===== src/rtl/keypad_scan_pkg.sv =====
// keypad_scan_pkg
// Shared definitions for the keypad scanner and the display drivers:
// matrix geometry, column rotation seed, key FSM state encoding and
// small helpers for classifying a 16-bit key snapshot.
package keypad_scan_pkg;

    localparam int KP_ROWS = 4;
    localparam int KP_COLS = 4;
    localparam int KP_KEYS = KP_ROWS * KP_COLS;

    // Active-low one-cold pattern loaded at reset; column 0 driven first.
    localparam logic [KP_COLS-1:0] COL_SEED_NEG = 4'b1110;

    typedef enum logic [1:0] {
        KEY_IDLE  = 2'd0,   // stable snapshot empty
        KEY_HELD  = 2'd1,   // exactly one key stable
        KEY_MULTI = 2'd2    // two or more keys stable
    } key_state_e;

    // True when exactly one bit of the snapshot is set.
    function automatic logic key_single(input logic [KP_KEYS-1:0] v);
        return (v != '0) && ((v & (v - 1'b1)) == '0);
    endfunction

    // Index of the highest set bit; only meaningful for a single-key snapshot.
    function automatic logic [3:0] key_code(input logic [KP_KEYS-1:0] v);
        logic [3:0] c;
        c = '0;
        for (int i = 0; i < KP_KEYS; i++)
            if (v[i]) c = 4'(i);
        return c;
    endfunction

endpackage


===== src/rtl/keypad_scan_strobe.sv =====
// scan_strobe
// Dwell counter plus one-cold selector rotator. The selector holds each
// position for SCAN_CYCLES clocks; o_tick marks the last cycle of a dwell,
// and the selector rotates left on that edge. Shared with the display mux.
//   i_clk, i_rst_n : clock, async active-low reset
//   o_tick         : terminal count of the dwell counter
//   o_sel_neg      : active-low one-cold select (position o_idx low)
//   o_idx          : index of the currently selected position
module scan_strobe
    import keypad_scan_pkg::*;
#(
    parameter int                 SCAN_CYCLES = 27000,
    parameter int                 WIDTH       = KP_COLS,
    parameter logic [WIDTH-1:0]   SEED_NEG    = WIDTH'(COL_SEED_NEG),
    localparam int                IW          = (WIDTH > 1) ? $clog2(WIDTH) : 1
) (
    input  logic             i_clk,
    input  logic             i_rst_n,
    output logic             o_tick,
    output logic [WIDTH-1:0] o_sel_neg,
    output logic [IW-1:0]    o_idx
);

    localparam int CW = (SCAN_CYCLES > 1) ? $clog2(SCAN_CYCLES) : 1;
    localparam logic [CW-1:0] CNT_LAST = CW'(SCAN_CYCLES - 1);
    localparam logic [IW-1:0] IDX_LAST = IW'(WIDTH - 1);

    logic [CW-1:0]    cnt_q, cnt_d;
    logic [WIDTH-1:0] sel_q, sel_d;
    logic [IW-1:0]    idx_q, idx_d;
    logic             tick;

    assign tick = (cnt_q == CNT_LAST);

    always_comb begin
        cnt_d = tick ? '0 : cnt_q + 1'b1;
        sel_d = sel_q;
        idx_d = idx_q;
        if (tick) begin
            sel_d = {sel_q[WIDTH-2:0], sel_q[WIDTH-1]};
            idx_d = (idx_q == IDX_LAST) ? '0 : idx_q + 1'b1;
        end
    end

    always_ff @(posedge i_clk or negedge i_rst_n) begin
        if (!i_rst_n) begin
            cnt_q <= '0;
            sel_q <= SEED_NEG;
            idx_q <= '0;
        end else begin
            cnt_q <= cnt_d;
            sel_q <= sel_d;
            idx_q <= idx_d;
        end
    end

    assign o_tick    = tick;
    assign o_sel_neg = sel_q;
    assign o_idx     = idx_q;

endmodule


===== src/rtl/keypad_scan.sv =====
// keypad_scan
// 4x4 matrix keypad scanner with frame-level debounce and a single-entry
// key event output with valid/ready handshake.
//   i_clk, i_rst_n : clock, async active-low reset
//   i_rows_neg     : raw row lines (active-low, asynchronous)
//   o_cols_neg     : column drive, one-cold active-low
//   o_key, o_valid : pending key event (code = row*4+col)
//   i_ready        : consumer accept
//   o_overrun      : one-cycle pulse when an event is dropped
module keypad_scan
    import keypad_scan_pkg::*;
#(
    parameter int SCAN_CYCLES     = 27000,
    parameter int DEBOUNCE_FRAMES = 4
) (
    input  logic                i_clk,
    input  logic                i_rst_n,
    input  logic [KP_ROWS-1:0]  i_rows_neg,
    output logic [KP_COLS-1:0]  o_cols_neg,
    output logic [3:0]          o_key,
    output logic                o_valid,
    input  logic                i_ready,
    output logic                o_overrun
);

    localparam logic [3:0] DEB = 4'(DEBOUNCE_FRAMES);

    // Row synchronizer; idles at all-ones (no key) out of reset.
    logic [KP_ROWS-1:0] sync1_q, sync2_q;

    always_ff @(posedge i_clk or negedge i_rst_n) begin
        if (!i_rst_n) begin
            sync1_q <= '1;
            sync2_q <= '1;
        end else begin
            sync1_q <= i_rows_neg;
            sync2_q <= sync1_q;
        end
    end

    logic       tick;
    logic [1:0] col_idx;

    scan_strobe #(
        .SCAN_CYCLES (SCAN_CYCLES),
        .WIDTH       (KP_COLS),
        .SEED_NEG    (COL_SEED_NEG)
    ) u_strobe (
        .i_clk     (i_clk),
        .i_rst_n   (i_rst_n),
        .o_tick    (tick),
        .o_sel_neg (o_cols_neg),
        .o_idx     (col_idx)
    );

    logic [KP_KEYS-1:0] frame_q, frame_d;
    logic [KP_KEYS-1:0] prev_q, prev_d;
    logic [KP_KEYS-1:0] stable_q, stable_d;
    logic [3:0]         match_q, match_d;
    logic               frame_done, stable_upd;

    key_state_e state_q, state_d;
    logic       key_event;
    logic [3:0] event_code;

    logic       valid_q, valid_d;
    logic [3:0] key_q, key_d;
    logic       ovr_q, ovr_d;
    logic       accept;

    assign frame_done = tick && (col_idx == 2'(KP_COLS - 1));

    // Capture + debounce. frame_d already contains the column being sampled,
    // so on the completing tick it is the full new frame.
    always_comb begin
        frame_d    = frame_q;
        prev_d     = prev_q;
        match_d    = match_q;
        stable_d   = stable_q;
        stable_upd = 1'b0;
        if (tick) begin
            for (int r = 0; r < KP_ROWS; r++)
                for (int c = 0; c < KP_COLS; c++)
                    if (col_idx == 2'(c))
                        frame_d[r*KP_COLS + c] = ~sync2_q[r];
        end
        if (frame_done) begin
            if (frame_d == prev_q)
                match_d = (match_q >= DEB) ? DEB : match_q + 4'd1;
            else
                match_d = 4'd1;
            prev_d = frame_d;
            if (match_d == DEB) begin
                stable_upd = 1'b1;
                stable_d   = frame_d;
            end
        end
    end

    // Key FSM: an event only on the way out of IDLE into a single key, so
    // a full release is needed between events.
    always_comb begin
        state_d    = state_q;
        key_event  = 1'b0;
        event_code = key_code(stable_d);
        if (stable_upd) begin
            if (stable_d == '0)
                state_d = KEY_IDLE;
            else if (key_single(stable_d)) begin
                state_d   = KEY_HELD;
                key_event = (state_q == KEY_IDLE);
            end else
                state_d = KEY_MULTI;
        end
    end

    // Single-entry event register; a new event may replace one being
    // accepted in the same cycle, otherwise it is dropped.
    always_comb begin
        accept  = valid_q && i_ready;
        valid_d = valid_q;
        key_d   = key_q;
        ovr_d   = 1'b0;
        if (key_event) begin
            if (!valid_q || accept) begin
                valid_d = 1'b1;
                key_d   = event_code;
            end else
                ovr_d = 1'b1;
        end else if (accept)
            valid_d = 1'b0;
    end

    always_ff @(posedge i_clk or negedge i_rst_n) begin
        if (!i_rst_n) begin
            frame_q  <= '0;
            prev_q   <= '0;
            stable_q <= '0;
            match_q  <= '0;
            state_q  <= KEY_IDLE;
            valid_q  <= 1'b0;
            key_q    <= '0;
            ovr_q    <= 1'b0;
        end else begin
            frame_q  <= frame_d;
            prev_q   <= prev_d;
            stable_q <= stable_d;
            match_q  <= match_d;
            state_q  <= state_d;
            valid_q  <= valid_d;
            key_q    <= key_d;
            ovr_q    <= ovr_d;
        end
    end

    assign o_valid   = valid_q;
    assign o_key     = key_q;
    assign o_overrun = ovr_q;

endmodule


===== config.mk =====
export PLATFORM = sky130hd
export DESIGN_NAME = keypad_scan
export DESIGN_NICKNAME = d
export VERILOG_FILES = /design/src/rtl/keypad_scan_pkg.sv /design/src/rtl/keypad_scan_strobe.sv /design/src/rtl/keypad_scan.sv
export SDC_FILE = /design/constraint.sdc
export NUM_CORES = 1
export LEC_CHECK = 0
export BUFFER_PORTS_ARGS = -buffer_cell sky130_fd_sc_hd__buf_2
export CAP_MARGIN = 25
export CORE_AREA = 2 2 102 104
export CTS_CLUSTER_DIAMETER = 100
export CTS_CLUSTER_SIZE = 12
export DETAILED_ROUTE_END_ITERATION = 10
export DIE_AREA = 0 0 104 106
export PLACE_DENSITY = 0.74
export SYNTH_ARGS = -nofsm -noshare
export SYNTH_HDL_FRONTEND = slang
export SYNTH_HIERARCHICAL = 1
export SYNTH_SLANG_ARGS = --single-unit
export TNS_END_PERCENT = 10

===== constraint.sdc =====
create_clock -name i_clk -period 4.2 [get_ports i_clk]
set_clock_uncertainty 0.05 [all_clocks]
set_input_delay 0.21 -clock i_clk [delete_from_list [all_inputs] [get_ports i_clk]]
set_output_delay 0.21 -clock i_clk [all_outputs]
set_load 0.005 [all_outputs]

After elaboration in Yosys (flattened, before gate mapping)
Index checks and enable logic that the tools add are counted.
{"block": "op_classes", "bitwise_logic": 5, "n_eq_ne": 7, "n_lt_le_gt_ge": 1, "addsub": 4, "n_mux": 51, "n_reduce_logical": 13}
{"op": "$mux 4", "n": 17}
{"op": "$mux 16", "n": 3}
{"op": "$logic_not 16->1", "n": 2}
{"op": "$mux 1", "n": 27}
{"op": "$and 16x16->16", "n": 1}
{"op": "$eq 16x16->1", "n": 1}
{"op": "$reduce_bool 16->1", "n": 1}
{"op": "$sub 16x1->16 const B", "n": 1}
{"op": "$add 15x1->15 const B", "n": 1}
{"op": "$eq 15x15->1 const B", "n": 1}
{"op": "$mux 15", "n": 1}
{"op": "$mux 2", "n": 3}
{"op": "$add 4x1->4 const B", "n": 1}
{"op": "$eq 2x2->1 const B", "n": 2}
{"op": "$eq 4x3->1 const B", "n": 1}
{"op": "$ge 4x3->1 const B", "n": 1}
{"op": "$logic_not 2->1", "n": 2}
{"op": "$not 1->1", "n": 4}
{"op": "$reduce_and 2->1", "n": 2}
{"op": "$logic_and 1x1->1", "n": 3}
{"op": "$add 2x1->2 const B", "n": 1}
{"op": "$eq 2x1->1 const B", "n": 1}
{"op": "$ne 2x1->1 const B", "n": 1}
{"op": "$reduce_bool 2->1", "n": 1}
{"op": "2 further kinds", "n": 2}
{"block": "totals", "register_bits": 89, "out_inout_bits": 10, "in_bits": 7, "word_cells": 94}

Logic depth before layout (Yosys ltp)
{"block": "depth", "ltp_word": 24, "ltp_mapped": 16}

By module
The synthesis kept the hierarchy.
{"module": "keypad_scan", "cells_per_inst": 410, "seq_area_each_um2": 1711.6, "instances": 1, "area_each_um2": 3905.0}
{"module": "scan_strobe", "cells_per_inst": 84, "seq_area_each_um2": 529.3, "instances": 1, "area_each_um2": 962.2}

Worst setup path before layout
Ideal clock, no wire load.
{"block": "synth_path", "kind": "reg-to-reg", "start": "register u_strobe.cnt_q[3]", "end": "register key_q[1], in the netlist o_key[1]", "t_required_ns": 4.025, "arrival_ns": 3.981, "slack_ns": 0.044, "path_stages_with_launch": 14, "n_path_buf": 1, "setup_ns": 0.125, "path_cell_list": "dfrtp_1 -> and4bb_2 -> nand3b_1 -> nor2_1 -> nor3b_2 -> mux2i_1 -> xor2_1 -> nand4_2 -> nand4bb_1 -> buf_4 -> a2111oi_4 -> o221ai_2 -> nor4_4 -> mux2_2"}
{"block": "synth_between", "elab_chain_cells": 22, "elab_cells_between_ends": 35}
{"item": "start, declared", "line_no": "keypad_scan_strobe.sv:28", "rtl": "logic [CW-1:0] cnt_q, cnt_d;"}
{"item": "start signal, assigned", "line_no": "keypad_scan_strobe.sv:51", "rtl": "cnt_q <= cnt_d;"}
{"item": "$eq 15x15->1 *", "line_no": "keypad_scan_strobe.sv:33", "rtl": "assign tick = (cnt_q == CNT_LAST);"}
{"item": "net tick", "line_no": "keypad_scan.sv:41", "rtl": "logic tick;"}
{"item": "parallel branches: the longest is 21 deep, another holds $sub 16x1->16"}
{"item": "end signal, assigned", "line_no": "keypad_scan.sv:151", "rtl": "key_q <= key_d;"}
{"item": "end, declared", "line_no": "keypad_scan.sv:67", "rtl": "logic [3:0] key_q, key_d;"}
Mark *: on every way through the listed nets, which the timed path passes. The select of a mux whose other input is x is not followed.
A chain may end at the register's enable or synchronous reset.

Worst setup path after layout
{"block": "layout_path", "start": "register u_strobe.cnt_q[0]", "end": "register key_q[1], in the netlist o_key[1]"}
The elaborated chain is that of the path after synthesis.

==> impl_results.md <==
- Total design power: 1.525 mW
- Data required time of the worst path: 4.43 ns
- Vias per inst: 5.745
- Final WL: 12.06 mm
- Worst-case register-to-register setup slack: 0.11 ns
- Transition time of the tightest slew-check pin: 0.8309 ns
- Hold slack: 0.08824 ns
- Worst-case clock buffer depth: 2
- Share of the yosys chip area belonging to registers: 46.04%
- Cell accounting for the most synthesized area: sky130_fd_sc_hd__dfrtp_1
- Net count of the finished layout: 555
- Starting density of the core: 48.67%
- Die extent in y: 106 um
- FF+latch count, synth: 89
- IO Port Bufs: 16
- Vias in the first global route: 3681
- Area of placed instances: 5253 um^2
- Proportion of register bits with asynchronous set or reset after synthesis: 100.0%
- Met2 Usage GRT: 35.01%
- Switching component of the power: 355.5 uW
- Clock power share: 40.8%
- Total grt overflow: 0
- Die Outline Area: 11020 um^2
- Run status: finished, final reports clean
- Length in cells of the worst reg-to-reg path: 17
- Worst slew slack as a fraction of its limit: 44.02%
- Die Span X: 104 um
- Fin crit share: 97.46%
- Max Fanout on Critical Path: 10
- Initial antenna violation count: 0
- Total clock sinks: 89
- Synthesized net count: 504
- Final hold violations: 0
- Class of the tightest hold or removal check: in2reg
- Antenna viol nets, final: 0
- Root cell of the clock tree: sky130_fd_sc_hd__clkbuf_8
- Met1 usage: 30.62%
- Met3 Use GR: 3.617%
- Wire length per cell: 17.58 um
- Data arrival time at the worst-slack endpoint: 4.32 ns
- Synthesized area per cell: 9.853 um^2
- Maxcap violations: 0
- Max rail drop VDD: 192.1 uV
- Post-detailed-route DRC marker count: 0
- Worst setup path category: reg2reg
- Switching Fraction: 23.31%
- Insertion delay of the later-clocked pin in the worst-skew pair: 0.39 ns
- Critical register-to-register path startpoint: u_strobe/cnt_q[0]
- Top cells by area in the synthesized netlist: sky130_fd_sc_hd__dfrtp_1, sky130_fd_sc_hd__dfstp_2, sky130_fd_sc_hd__mux2_2
- Hold endpoint: o_overrun
- Via count: 3941
- Power share of the sequential group: 57.1%
- Synth Instances: 494
- Internal Pwr Total: 1.170 mW
- Total number of yosys warnings: 6
- Total power density per cell area: 266.3 nW/um^2
- Share of the core filled with cells in the final layout: 57.27%
- CTS H-tree depth: 3
- Endpoint of the lowest-slack register-to-register path: o_key[1]
- Wire length of the first global-routing pass: 19.06 mm
- Cell area after layout: 5727 um^2
- Total count of max-transition violations in the final report: 0
- Total negative slack for setup checks: 0 ns
- Endpoint kind of the worst setup timing path: register
- Cell variety after synth: 68
- Logic pwr share: 2.1%
- Fraction of layout cells with a size suffix above 1: 22.91%
- DRC violation total after the first TritonRoute iteration: 258
- EDFF count, synth: 0
- First-pass iteration count of the detailed router: 5
- Tot GR Track Use: 22.14%
- Clock buffers created by TritonCTS: 9
- CTS tree: done
- Grt peak-use layer: met2
- Startpoint of the lowest-slack hold path: i_ready
- Min-Delay Path Depth: 3
- Gp weighted congestion: 0.8921
- Cell row count: 37
- I/O Pins: 17
- Share of the synthesized area in the top cell type: 40.10%
- Worst Setup Start Kind: register
- Final Critical Period: 4.093 ns
- # diodes: 0
- Core Box Area: 10000 um^2
- Detailed Place HPWL: 8.445 mm
- Setup Viol. Count Final: 0
- Clock-pin slew of the registers on the worst-case setup and hold paths: 0.09 ns
- Largest net degree at the start of global routing: 58
- Post-Synthesis Cell Area: 4867 um^2
- Static leakage: 2.791 nW
- Layout-stage area growth over the synthesis result: 17.66%
- Predominant post-synthesis flop cell: sky130_fd_sc_hd__dfrtp_1
- Achievable frequency: 0.2443 GHz
[cells in the final DEF (no fill, tap or decap), types with 9 or more instances in the layout]
master                      n
sky130_fd_sc_hd__dfrtp_1   78
sky130_fd_sc_hd__buf_4     34
sky130_fd_sc_hd__xor2_1    17
sky130_fd_sc_hd__buf_2     16
sky130_fd_sc_hd__nand2_1   43
sky130_fd_sc_hd__o21ai_0   45
sky130_fd_sc_hd__dfstp_2   11
sky130_fd_sc_hd__nand4_1   10
sky130_fd_sc_hd__inv_1     28
sky130_fd_sc_hd__mux2i_1   17
sky130_fd_sc_hd__nor2_1    37
sky130_fd_sc_hd__mux2_2    20
sky130_fd_sc_hd__xnor2_1    9
sky130_fd_sc_hd__a21oi_1   17
sky130_fd_sc_hd__nand3_1   18
sky130_fd_sc_hd__nor3_1    10
sky130_fd_sc_hd__clkbuf_8  10
[through the flow]
stage | std cells | setup slack (ns)
after floorplan | 494 | 0.04430
final | 686 | 0.1067
after global placement | 650 | 0.1149
after global routing | 686 | -0.04877
after CTS | 672 | 0.02585
after detailed placement | 651 | 0.02723
[logic make-up (layout without fill, tap and decap cells)]
kind of cell / count (synthesis) / count (layout) / share of synthesized area (%)
and+or+nand+nor: 176 / 176 / 20.08
AOI/OAI and AO/OA: 110 / 110 / 15.14
DFF: 89 / 89 / 46.04
buffers and inverters: 50 / 106 / 4.293
muxes: 39 / 39 / 8.792
xor gates and xnor gates: 26 / 26 / 4.679
adders and majority gates: 4 / 4 / 0.9770
[timing repair]
action	4_1_cts	5_1_grt
buffers inserted	0	11
hold buffers	5	0
hold endpoints to repair	34	0
gates resized for setup	0	14
endpoints found under the setup margin	0	8
[cells in the mapped netlist, types with 10 or more instances]
| library cell | count |
|---|---|
| sky130_fd_sc_hd__nand3_1 | 19 |
| sky130_fd_sc_hd__dfstp_2 | 11 |
| sky130_fd_sc_hd__mux2_2 | 20 |
| sky130_fd_sc_hd__dfrtp_1 | 78 |
| sky130_fd_sc_hd__mux2i_1 | 18 |
| sky130_fd_sc_hd__nor3_1 | 10 |
| sky130_fd_sc_hd__nor2_1 | 38 |
| sky130_fd_sc_hd__inv_1 | 28 |
| sky130_fd_sc_hd__xor2_1 | 17 |
| sky130_fd_sc_hd__nand2_1 | 43 |
| sky130_fd_sc_hd__o21ai_0 | 45 |
| sky130_fd_sc_hd__a21oi_1 | 17 |
| sky130_fd_sc_hd__nand4_1 | 10 |
[per-layer routing]
metal	share of wire, %	wire length [um]	up-vias
met2	47	5694	97
met4	1.7	208	0
met1	47	5632	1951
met5	0	0	-
li1	-	-	1877
met3	4.4	525	16
[worst max-delay path by stage]
stage	start	to	slack, ns	depth (start not counted)
final	u_strobe/cnt_q[0]	o_key[1]	0.11	17
after global routing	u_strobe/cnt_q[12]	o_key[1]	-0.05	16
after CTS	u_strobe/cnt_q[12]	o_key[1]	0.03	15
after detailed placement	u_strobe/cnt_q[12]	o_key[1]	0.03	15
after global placement	u_strobe/cnt_q[12]	o_key[2]	0.11	15
after floorplan	u_strobe/cnt_q[3]	o_key[1]	0.04	13
[power groups by stage]
stage / sequential (mW) / combinational [mW] / clock [mW]
2_1_floorplan: 0.881 / 0.00914 / 0
3_3_place_gp: 0.887 / 0.0250 / 0
3_5_place_dp: 0.888 / 0.0290 / 0
4_1_cts: 0.871 / 0.0327 / 0.637
5_1_grt: 0.872 / 0.0367 / 0.668
6_report: 0.871 / 0.0317 / 0.622
[registers in the layout, indices dropped and copies added, names as in the netlist]
register,cells
stable_q,16
frame_q,16
match_q,4
sync2_q,4
u_strobe/o_idx,2
o_overrun,1
prev_q,16
sync1_q,4
o_key,4
state_q,2
u_strobe/o_sel_neg,4
u_strobe/cnt_q,15
o_valid,1
[cell type report]
| class | count | area, um^2 |
|---|---|---|
| clock buffers | 11 | 141.4 |
| clock inverters | 5 | 62.56 |
| fillers | 899 | 4273 |
| inverters | 29 | 108.9 |
| multi-input cells | 355 | 2497 |
| flip-flops and latches | 89 | 2241 |
| well taps | 136 | 170.2 |
| repair buffers | 61 | 505.5 |
[critical path, cell delays in order (launching register included)]
cell	delay (ns)
sky130_fd_sc_hd__dfrtp_1	0.41
sky130_fd_sc_hd__ha_1	0.23
sky130_fd_sc_hd__nand3b_1	0.16
sky130_fd_sc_hd__nor2_4	0.06
sky130_fd_sc_hd__buf_6	0.13
sky130_fd_sc_hd__buf_4	0.13
sky130_fd_sc_hd__nand3b_1	0.15
sky130_fd_sc_hd__buf_4	0.22
sky130_fd_sc_hd__a21oi_1	0.09
sky130_fd_sc_hd__a2111oi_4	0.33
sky130_fd_sc_hd__nand4_2	0.19
sky130_fd_sc_hd__nand4bb_4	0.30
sky130_fd_sc_hd__buf_12	0.18
sky130_fd_sc_hd__or2_2	0.31
sky130_fd_sc_hd__nand3b_1	0.22
sky130_fd_sc_hd__nor4_4	0.29
sky130_fd_sc_hd__buf_4	0.19
sky130_fd_sc_hd__mux2_2	0.33
Note: power is estimated with default switching activity, not from simulation.
